File: src/rtl/lfsr_prbs_gen.sv
// rtl/lfsr_prbs_gen.sv - parametrised Fibonacci/Galois LFSR PRBS source with period measurement
module lfsr_prbs_gen #(
  parameter int unsigned          WIDTH    = 8,
  parameter logic [WIDTH-1:0]     TAPS     = 8'b1000_1110,
  parameter logic [WIDTH-1:0]     SEED     = 8'h80,
  parameter logic                 MODE_RST = 1'b0
) (
  input  logic             clk,
  input  logic             NReset,
  input  logic             en,
  input  logic             load,
  input  logic [WIDTH-1:0] seed_in,
  input  logic             mode,
  output logic [WIDTH-1:0] q,
  output logic             bit_out,
  output logic [WIDTH-1:0] period,
  output logic             period_done,
  output logic             zero_seed
);

  logic             mode_q;
  logic [WIDTH-1:0] start_q;
  logic [WIDTH-1:0] cnt;

  logic             fib_fb;
  logic [WIDTH-1:0] fib_next;
  logic [WIDTH-1:0] gal_next;
  logic [WIDTH-1:0] step_next;
  logic             wrap;

  always_comb begin
    fib_fb    = ^(q & TAPS);
    fib_next  = {fib_fb, q[WIDTH-1:1]};
    gal_next  = {1'b0, q[WIDTH-1:1]} ^ ({WIDTH{q[0]}} & TAPS);
    step_next = mode_q ? gal_next : fib_next;
    wrap      = (step_next == start_q);
  end

  // A zero seed would lock the register, so it is replaced by SEED and flagged.
  always_ff @(posedge clk) begin
    if (!NReset) begin
      q           <= SEED;
      mode_q      <= MODE_RST;
      start_q     <= SEED;
      cnt         <= '0;
      period      <= '0;
      period_done <= 1'b0;
      zero_seed   <= 1'b0;
    end else begin
      period_done <= 1'b0;
      zero_seed   <= 1'b0;
      if (load) begin
        if (seed_in != '0) begin
          q       <= seed_in;
          start_q <= seed_in;
        end else begin
          q         <= SEED;
          start_q   <= SEED;
          zero_seed <= 1'b1;
        end
        mode_q <= mode;
        cnt    <= '0;
      end else if (en) begin
        q <= step_next;
        if (wrap) begin
          period      <= cnt + 1'b1;
          cnt         <= '0;
          period_done <= 1'b1;
        end else begin
          cnt <= cnt + 1'b1;
        end
      end
    end
  end

  assign bit_out = q[0];

  a_no_lockup : assert property (@(posedge clk) disable iff (!NReset) q != '0);
  a_done_at_start : assert property (@(posedge clk) disable iff (!NReset) period_done |-> (q == start_q));

endmodule

File: config.mk
export PLATFORM = sky130hd
export DESIGN_NAME = lfsr_prbs_gen
export DESIGN_NICKNAME = d
export VERILOG_FILES = /design/src/rtl/lfsr_prbs_gen.sv
export SDC_FILE = /design/constraint.sdc
export NUM_CORES = 1
export LEC_CHECK = 0
export ABC_AREA = 0
export BUFFER_PORTS_ARGS = -buffer_cell sky130_fd_sc_hd__buf_2
export CAP_MARGIN = 20
export CORE_UTILIZATION = 37
export DETAILED_ROUTE_END_ITERATION = 8
export PLACE_DENSITY_LB_ADDON = 0.08
export SETUP_SLACK_MARGIN = 0.02
export SLEW_MARGIN = 15
export SYNTH_ARGS = -nofsm -noshare
export SYNTH_HDL_FRONTEND = slang
export SYNTH_SLANG_ARGS = --single-unit
File: constraint.sdc
create_clock -name clk -period 2.1 [get_ports clk]
set_input_delay 0.105 -clock clk [delete_from_list [all_inputs] [get_ports clk]]
set_output_delay 0.105 -clock clk [all_outputs]
set_load 0.02 [all_outputs]
==> results of run 1 <==
## area by class of cell
cell class,instances,area (um2),area share
flip-flops and latches,35,703.2,0.3292
repair buffers,37,200.2,0.09373
well taps,67,83.83,0.03925
inverters,4,15.01,0.007030
clock buffers,6,82.58,0.03866
clock inverters,1,5.005,0.002343
multi-input cells,149,1046,0.4897
## critical path: cells and delay by family (launching register included)
family	cells	cell delay (ns)
and+or+nand+nor	2	0.56
DFF	1	0.49
AOI/OAI and AO/OA	2	0.38
muxes	1	0.29
buffers and inverters	1	0.17
## metrics by stage
stage,cells,instance area [um2]
after detailed placement,291,2028
final,299,2136
after global placement,291,2028
after CTS,298,2121
after floorplan,202,1814
after global routing,299,2136
## cell families after synthesis
kind of cell / share of synthesized area
compound gates: 0.1355
xor+xnor: 0.09543
fa+ha+maj: 0.006915
buf+inv: 0.04149
flops: 0.3873
mux: 0.09405
simple gates: 0.2393
## sequential cells by signal, summed over array words and instances (netlist names)
name	cells
cnt	8
mode_q	1
period	8
period_done	1
q	8
start_q	8
zero_seed	1
## placed cells by master (no fill, tap or decap), types with 7 or more instances in the layout
cell type,netlist,final
nand2b_1,7,7
mux2i_1,14,14
buf_2,3,31
o21ai_0,15,15
nor2b_1,10,10
nand3_1,9,9
dfxtp_1,35,33
nand2_1,16,16
and2_1,7,7
xor2_1,13,13
## layer usage
metal	wire length, um	vias up
li1	-	762
met1	2111	673
met2	1640	35
met3	198	4
met4	31	0
met5	0	-
## power breakdown
group,leakage (nW),internal [W],switching [W]
clock network,0.0470,0.000257,0.000241
logic,0.572,0.0000871,0.000110
registers,0.286,0.000687,0.0000288
total,0.905,0.00103,0.000379
## what timing repair did
action                                  4_1_cts  5_1_grt
hold buffers                                  0        0
setup buffers                                 0        1
gates cloned                                  0        0
endpoints found under the setup margin        8        9
pin swaps                                     0        1
gates resized for setup                       1        1
## worst max-delay path by stage
stage                endpoint  slack, ns
floorplan           period[6]       0.02
global route           cnt[1]      -0.01
detailed placement     cnt[1]      -0.05
global placement       cnt[1]       0.03
finish              period[6]       0.11
CTS                 period[3]       0.01
==> impl_summary.md, run 1 <==
Hold path
The worst hold path terminates at mode_q. The worst hold-check path type is in -> reg. The hold-critical path depth is 3. The launch point of the worst hold path is mode.

Global routing
In the global route stage, met2 resource usage came out at 0.2369. In the global route stage, overall resource usage came out at 0.1648. The total global routing overflow is 0. For this run, global-route usage on met3 was measured as 0.04722. The number of global-route vias before repair is around 1,400.

The first-pass GRT wire length is 6575 um. Entering global routing, the biggest net connects 35 pins. The most crowded layer after global routing is met1. For met1 alone, demand over resource in global routing was 0.2376. The number of antenna violations at the first check in global routing is 0.

Flow run
The count of maximum capacitance violations is 0.

Drt
The routed wire length is 3982 um. The detail route stage leaves a number of antenna-violating nets equal to 0. The first TritonRoute pass finished after 4 iterations.

The detailed-route vias per instance is slightly below 5. In the final routed layout, each cell accounts on average for 13.32 um. The DRC violation count after routing is 0.

The number of violations reported at the end of detailed-routing iteration 0 is 67. The final route contains 1,474 vias.

Setup path
In this run the critical register-to-register path is launched from mode_q. The worst setup path is launched from a flip-flop. The data required time of the critical path is 2.28 ns. The kind of critical path is reg -> reg. Data on the critical path arrives at its endpoint at 2.17 ns.

The maximum fanout encountered on the critical timing path is 9. The worst register-to-register path has a setup slack of 0.11 ns. The count of cells along the worst register-to-register path is 6.

The category of the worst setup path capture point is a flip-flop. Tracing the worst setup path back leads to its startpoint at mode_q. Traced cell by cell, the critical path runs through and3b_1 -> o21ai_1 -> a31oi_1 -> nor4_4 -> buf_4 -> mux2_4. In this run the critical register-to-register path is captured at period[6]. The stage delay of the slowest cell on the critical path is 0.49 ns. The highest-delay cell along the critical path is dfxtp_1.

STA
The worst hold slack is between 0.09 and 0.1 ns. The hold violation count in the final report came to 0. Setup repair after global routing could not meet its margin everywhere. Setup violations remaining at the end of the flow were counted as 0. The final worst clock skew is 0.004063 ns. The time the final worst path needs with I/O delays and setup is between 1.5 and 2 ns. Setup slack closes at 0.1091 ns.

The slew at the pin closest to its max-slew limit is 0.5017 ns. Based on the critical path, the design can be clocked at up to 502.3 MHz. The number of max-slew violations in the final report was 0. Setup total negative slack on the finished layout was measured at 0 ns. Dividing the final minimum period by the clock period gives 0.9480. The worst-case headroom to the max-slew limit is 0.6637.

CTS
In this run the deepest clock path goes through 2 buffers. The clock sink count is 35. The maximum level of the CTS H-tree is 2. The insertion delay of the later-clocked pin in the worst-skew pair is 0.29 ns. The clock buffer count from CTS is 5. The cell at the root of the clock tree is clkbuf_8.

TritonCTS built the clock tree. Clock-pin slew was measured on the worst setup and hold paths at 0.07 ns.

Pwr
The leakage component of the power is 0.9052 nW. The power per unit of standard cell area is about 660 mW/mm2. The total power is 0.001410 W. The largest voltage drop on the vdd net is 0.0002660 V.

Die
The floorplan has 25 rows. The die extent in x is approximately 70 um. 32 I/O pins were placed. The die covers 0.005173 mm2.

The core region is roughly 0.0047 mm2. The height of the die is between 70 and 80 um. The effective utilization at floorplan is 0.3830.

Cells and area
Once layout is complete, the utilization of the core stands at 0.4522. The final layout net count is ~250. The fraction of final layout cells with drive strength greater than 1 is 0.2284. The fill cell total of the finished layout is 470. The count of inserted antenna diode cells is 0. The area growth from synthesis to final layout is 18.05%.

Logic synthesis
The cell area that synthesis handed to floorplanning was around 0.0018 mm2. The yosys synthesis warning count is 0. Counting flops with a built-in enable in the synthesized netlist gives 0.

By count the netlist is led by dfxtp_1 (35), nand2_1 (16), o21ai_0 (15). Counting every net in the synthesized netlist gives roughly 220. The most frequently used cell type in the post-synthesis netlist is dfxtp_1.

The primary flip-flop cell chosen by synthesis mapping is dfxtp_1. The total of flip-flops plus latches after synthesis is 35. The post-synthesis instance total is 202. The number of distinct standard cells referenced by the synthesized netlist is 42. The mean instance size in the synthesized netlist is roughly 9 um2. After synthesis, the share of flip-flops with an asynchronous set or reset is 0. The sequential share of the synthesized area is 0.3873. The most area-hungry cell type in the Yosys netlist is dfxtp_1. By area the synthesized netlist is led by dfxtp_1 (39%), mux2i_1 (7.7%), xor2_1 (6.3%). Of the post-synthesis cell area, the dominant cell type holds 0.3873.

Placement
The post-placement setup slack is -0.05331 ns. At the end of routability-driven placement, the weighted congestion stood at around 0.75. The estimated wirelength of the detail-placed design is between 2000 and 3000 um. The count of buffers added on input and output ports is 31.

Status
The flow ran to the end, and the final reports show no timing, DRC or antenna violations.
Power figures use the tool's default switching activity.
==> run 2: changes to the inputs <==
--- a/config.mk
+++ b/config.mk
@@ -10,6 +10,7 @@
 export CAP_MARGIN = 20
 export CORE_UTILIZATION = 37
 export DETAILED_ROUTE_END_ITERATION = 8
+export HOLD_SLACK_MARGIN = 0.12
 export PLACE_DENSITY_LB_ADDON = 0.08
 export SETUP_SLACK_MARGIN = 0.02
 export SLEW_MARGIN = 15
==> impl_summary.md, run 2 (same netlist as run 1, synthesis figures left out) <==
Setup path
The category of cells accounting for the largest share of critical-path delay is simple AND/OR/NAND/NOR gates. STA classifies the critical path endpoint as a flip-flop. Counting cells, the worst reg-to-reg path comes to 6. The critical path goes through and3b_1 -> o21ai_1 -> a31oi_1 -> nor4_4 -> buf_4 -> mux2_4. The startpoint type of the worst setup path is a flip-flop. The stage delay of the slowest cell on the critical path is approximately 0.5 ns. The data arrival time of the worst path is 2.18 ns. The worst register-to-register path begins at mode_q.

The slowest stage of the critical path is the dfxtp_1 cell. Together, buffers and inverters on the worst path number 1. STA puts the critical path data required time at 2.28 ns. The setup slack of the most critical reg-to-reg path is approximately 0.1 ns.

Of all nets on the critical path, the largest fanout is 9. The endpoint identified for the worst register-to-register timing path is period[6]. The critical path is of the reg -> reg type.

CTS
The number of clock buffers added by TritonCTS is 5. The insertion delay of the later-clocked pin in the worst-skew pair is 0.29 ns. The maximum level of the CTS H-tree is 2.

Counting every sink on the clock net gives 35. TritonCTS built the clock tree. The number of buffers on the longest clock path is 2. The register clock-pin slew on the reported worst setup and hold paths is 0.07 ns. The cell at the root of the clock tree is clkbuf_8.

Cells and area
Leaving out fill and tap cells, the most frequent cells in the layout are dfxtp_1 (33), buf_2 (31), nand2_1 (16), o21ai_0 (15), mux2i_1 (14). The count of inserted antenna diode cells is 0. Fill cells in the final layout number between 400 and 500. The leading cell type in the layout, fill and taps excluded is dfxtp_1. The final layout contains 254 nets. The finished cells cover 0.002216 mm2.

The area growth from synthesis to final layout is 22.48%. Of the cells placed in the final design, the portion with a size suffix greater than 1 is 0.2208.

STA
The hold violation count in the final report is 0. Clock skew on the completed layout was measured at approximately 0.0047 ns. Derived from the worst setup path, the maximum achievable clock frequency is 500.0 MHz. Counting I/O delays and the setup requirement, the final critical path takes 2.000 ns. The number of max-slew violations in the final report is 0. The slew at the pin closest to its max-slew limit is roughly 0.50 ns.

Measured against its own limit, the worst slew margin works out to 0.6642. Setup violations remaining at the end of the flow were counted as 0. Setup repair after global routing could not meet its margin everywhere. Dividing the final minimum period by the clock period gives 0.9525. In the final timing run, aggregate negative setup slack is 0 ns.

Status
The run finished with clean final reports.

Drt
Dividing the detail-routed wire length by the instance count gives 13.19 um. The routed wire length is roughly 4000 um. The total via count after detailed routing is between 1,000 and 1,500. The number of violations reported at the end of detailed-routing iteration 0 is 82. After detailed routing, the number of vias per cell comes to 4.853. The pre-antenna-repair detailed-routing pass consisted of 4 iterations. The DRC violation count after routing is 0. In this run the remaining antenna-violating nets after routing total 0.

Pwr
The worst-case IR drop observed on VDD is 0.0002660 V. For this design the ratio of total power to cell area is approximately 640 mW/mm2. For this design the static power due to leakage is 0.9386 nW.

For this design the total switching power over the nets is between 0.0003 and 0.0004 W. The relative contribution of sequential cells to total power is 0.503. Of the total power, the share spent switching nets is 0.2689. Internal power comes to around 0.0010 W. The power share of the combinational group is 0.147. Of the total power, the clock network draws 0.351.

Global routing
For this run the aggregate overflow at the end of global routing stands at 0. The all-layer global routing usage is 0.1669. The number of antenna violations at the first check in global routing is 0. The first-pass GRT wire length is ~6700 um. The number of global-route vias before repair is 1,428. The pin count of the biggest net entering global routing is 35.

Placement
After detailed placement, the total cell area comes to 0.002028 mm2. The congestion estimate from routability-driven global placement came to 0.7522. After legalization and detailed placement, the total HPWL measured approximately 2800 um. The count of buffers added on input and output ports is 31.

Hold path
The endpoint of the worst hold path is zero_seed. The launch point of the worst hold path is seed_in[7]. The worst hold path belongs to the class in -> reg. The hold-critical path depth is 2.

Die
The height of the die is around 70 um. The effective utilization at floorplan is 0.3830. The die area is ~0.0052 mm2. In this run the horizontal extent of the chip is 71.93 um. The area of the core region is 0.004723 mm2.

The number of placement rows is 25. The count of boundary I/O pins is 32.

Flow run
The count of maximum capacitance violations is 0.
==> run 2: changes by cell type in the layout (fill, tap and decap cells not counted) <==
cell	previous run	this run
dlygate4sd3_1	0	8
==> run 2: metrics by stage <==
stage / setup slack, ns / hold WS, ns / std cells / total power, W / utilization
after floorplan: 0.02085 / 0.2599 / 202 / 0.0008687 / -
after global placement: 0.02563 / 0.3678 / 291 / 0.0009199 / 0.4294
after global routing: -0.01159 / 0.1384 / 307 / 0.001495 / 0.4691
final: 0.09981 / 0.1286 / 307 / 0.001423 / 0.4691
after CTS: 0.01432 / 0.1204 / 306 / 0.001442 / 0.4660
after detailed placement: -0.05331 / 0.3904 / 291 / 0.0009244 / 0.4294
==> run 2: worst max-delay path by stage <==
stage               cells past startpoint  slack, ns  startpoint        end
finish                                  6        0.1      mode_q  period[6]
global route                            5      -0.01      mode_q     cnt[1]
CTS                                     6       0.01      mode_q  period[3]
detailed placement                      5      -0.05      mode_q     cnt[1]
global placement                        5       0.03      mode_q     cnt[1]
floorplan                               6       0.02        q[2]  period[6]
==> run 2: timing repair <==
action                     4_1_cts  5_1_grt
setup endpoints to repair        8        9
buffers inserted                 0        1
hold buffers                     8        0
gates resized for setup          1        1
pin swaps                        0        1
hold endpoints to repair        10        0
==> run 2: final cells by class <==
class | count | area [um2] | area share
inverter | 4 | 15.01 | 0.006776
sequential | 35 | 703.2 | 0.3173
tap | 67 | 83.83 | 0.03783
multi-input combinational | 149 | 1046 | 0.4720
clock buffer | 6 | 82.58 | 0.03727
timing repair buffer | 45 | 280.3 | 0.1265
clock inverter | 1 | 5.005 | 0.002259
==> run 2: worst reg2reg max path, cell delays in order (launching register included) <==
cell and delay, ns:
dfxtp_1 0.50, and3b_1 0.22, o21ai_1 0.17, a31oi_1 0.21, nor4_4 0.34, buf_4 0.17
mux2_4 0.29
==> run 2: power groups by stage <==
stage	sequential (W)	clock, W	combinational [W]
after detailed placement	0.000729	0	0.000195
after global placement	0.000728	0	0.000192
after floorplan	0.000731	0	0.000138
final	0.000715	0.000499	0.000209
after global routing	0.000719	0.000547	0.000229
after CTS	0.000714	0.000519	0.000208
==> run 2: layer usage <==
metal | part of all wire | routed length (um) | global-route usage
met1 | 0.54 | 2167 | 0.2368
met2 | 0.42 | 1684 | 0.2453
met3 | 0.041 | 164 | 0.04722
met4 | 0.0077 | 31 | 0.05229
met5 | 0 | 0 | 0
==> run 3: changes to the inputs <==
==> constraint.sdc (replaced) <==
create_clock -name clk -period 1.9 [get_ports clk]
set_input_delay 0.095 -clock clk [delete_from_list [all_inputs] [get_ports clk]]
set_output_delay 0.095 -clock clk [all_outputs]
set_load 0.02 [all_outputs]
==> impl_summary.md, run 3 (same netlist as run 1, synthesis figures left out) <==
Global routing
The total global routing overflow is 0. The number of antenna violations at the first check in global routing is 0. The first global-routing pass estimated 6941 um of wire. The pin count of the biggest net entering global routing is 35. The number of global-route vias before repair was approximately 1,500. The all-layer global routing usage is 0.1743.

Pwr
Of the total power, the share spent switching nets is 0.2616. Power comes to around 0.0016 W. For this design the total switching power over the nets is between 0.0004 and 0.0005 W. The internal portion of the total power is 0.001208 W. The largest voltage drop on the vdd net is about 0.00037 V. For this design the static power due to leakage is approximately 0.96 nW.

Power spread over the standard cell area amounts to 715.9 mW/mm2. The power share of the combinational group is 0.150. Of the total power, registers draw 0.485. The share of total power dissipated in the clock network is 0.365.

Setup path
The worst register-to-register path begins at q[2]. The startpoint type of the worst setup path is a flip-flop. The most critical setup path has its endpoint at period[7]. Measured in cells, the most critical reg-to-reg path has a length of 6. The worst register-to-register path ends at period[7]. The setup slack of the most critical reg-to-reg path is 0.08 ns. For the worst setup path, the data arrival time is just under 2 ns. The kind of critical path is reg -> reg. The worst setup path startpoint is q[2]. Of all nets on the critical path, the largest fanout is 9. The category of the worst setup path capture point is a flip-flop. The data required time of the critical path is 2.08 ns.

Drt
The detailed-route vias per instance is 4.974. The first-pass iteration count of the detailed router is 4. The total via count after detailed routing is ~1,500.

After detailed routing, the number of remaining DRC violations is 0. The routed wire length per instance is 13.29 um. In this run, the number of DRC markers left after iteration 0 of detailed routing was 102.

The number of nets with antenna violations after routing is 0. The routed wire length is 4134 um.

Cells and area
The library cells used most frequently in the layout, excluding fill and tap cells, are buf_2 (31), dfxtp_1 (28), nand2_1 (16), o21ai_0 (15), mux2i_1 (14). The post-route core utilization is 0.4840. After the last flow step, the layout net total stands at 257.

The filler cells instantiated in the layout total 467. The count of inserted antenna diode cells is 0. The fraction of final layout cells with drive strength greater than 1 is 0.2582. The library cell used most frequently in the layout, excluding fill and tap cells, is buf_2. The area growth from synthesis to final layout is 26.35%.

Placement
The post-placement setup slack is -0.02759 ns. The count of buffers from port buffering is 31. The estimated wirelength of the detail-placed design is 2843 um. The weighted congestion at the end of routability-driven global placement is 0.7580.

STA
Setup violations remaining at the end of the flow were counted as 0. The worst setup slack after layout is 0.08360 ns. The routed design could run at a clock period as short as about 1.8 ns. The final clock period utilization by the worst path is 0.9560. The slew at the pin closest to its max-slew limit is 0.5054 ns. The number of max-slew violations in the final report was 0. For this run, the top clock speed supported by timing is 550.5 MHz. Measured against its own limit, the worst slew margin works out to 0.6624. Setup repair after global routing could not meet its margin everywhere.

The hold violation count in the final report came to 0. The final worst clock skew is 0.005244 ns.

CTS
The clock buffer count from CTS is 5. TritonCTS built the clock tree. After clock tree synthesis, the clock-pin slew on the worst setup and hold paths is around 0.070 ns.

The clock net in this run drives a total of 35 sinks. The number of buffers on the longest clock path is 2. The insertion delay of the later-clocked pin in the worst-skew pair is around 0.29 ns.

The cell at the root of the clock tree is clkbuf_8. The maximum level of the CTS H-tree is 2.

Flow run
Max-cap violations in this run came to 0.

Die
The count of boundary I/O pins is 32. In this run the vertical extent of the chip is 71.93 um. The die area is 0.005173 mm2.

The region available for standard cell placement spans 0.004723 mm2. The number of placement rows is 25. In this run the horizontal extent of the chip is approximately 72 um.

The effective utilization at floorplan is 0.3830.

Hold path
The tightest min-delay check is of the in -> reg type.

Status
The run finished with clean final reports.
run 3: metrics by stage:
step | TNS (ns) | instance area [um2] | std cells | hold slack (ns)
3_3_place_gp | 0 | 2066 | 293 | 0.3789
5_1_grt | -0.2865 | 2286 | 311 | 0.2733
6_report | 0 | 2286 | 311 | 0.2589
4_1_cts | 0 | 2265 | 311 | 0.2510
2_1_floorplan | -0.2136 | 1847 | 202 | 0.2499
3_5_place_dp | -0.09706 | 2066 | 293 | 0.3673
run 3: timing repair:
action / in CTS / in global routing
gates cloned: 0 / 0
resized for setup: 1 / 4
endpoints found under the hold margin: 12 / 0
buffers inserted: 1 / 0
pin swaps: 1 / 1
setup endpoints to repair: 8 / 14
hold buffers: 9 / 0
run 3: area by class of cell:
| class | instances | area (um2) | share of cell area |
|---|---|---|---|
| repair buffers | 48 | 305.3 | 0.1336 |
| multi-input cells | 149 | 1070 | 0.4680 |
| inverters | 4 | 15.01 | 0.006568 |
| flip-flops and latches | 35 | 711.9 | 0.3114 |
| well taps | 67 | 83.83 | 0.03667 |
| clock buffers | 8 | 100.1 | 0.04379 |
run 3: layer usage:
layer  up-vias  track usage  wire length [um]
li1        786            -                 -
met1       733       0.2282              2105
met2        23       0.2767              1813
met3         5      0.04583               149
met4         0      0.06536                65
met5         -            0                 0
run 3: power groups by stage:
| stage | registers [W] | logic [W] | clock network [W] |
|---|---|---|---|
| 2_1_floorplan | 0.000811 | 0.000162 | 0 |
| 3_3_place_gp | 0.000809 | 0.000220 | 0 |
| 3_5_place_dp | 0.000810 | 0.000222 | 0 |
| 4_1_cts | 0.000794 | 0.000238 | 0.000615 |
| 5_1_grt | 0.000798 | 0.000270 | 0.000648 |
| 6_report | 0.000793 | 0.000246 | 0.000597 |
run 3: critical path: stages (launching register included):
cell and delay (ns):
dfxtp_4 0.41, nor3b_1 0.26, o21bai_2 0.14, and4_4 0.21, nor4_4 0.22, buf_4 0.17, mux2_4 0.29
run 3: worst min path at each step:
stage	from	endpoint	slack [ns]	cells after the start
3_3_place_gp	mode	mode_q	0.38	3
4_1_cts	load	cnt[1]	0.25	4
3_5_place_dp	mode	mode_q	0.37	3
6_report	load	cnt[1]	0.26	4
5_1_grt	load	cnt[1]	0.27	4
2_1_floorplan	NReset	period[0]	0.25	2
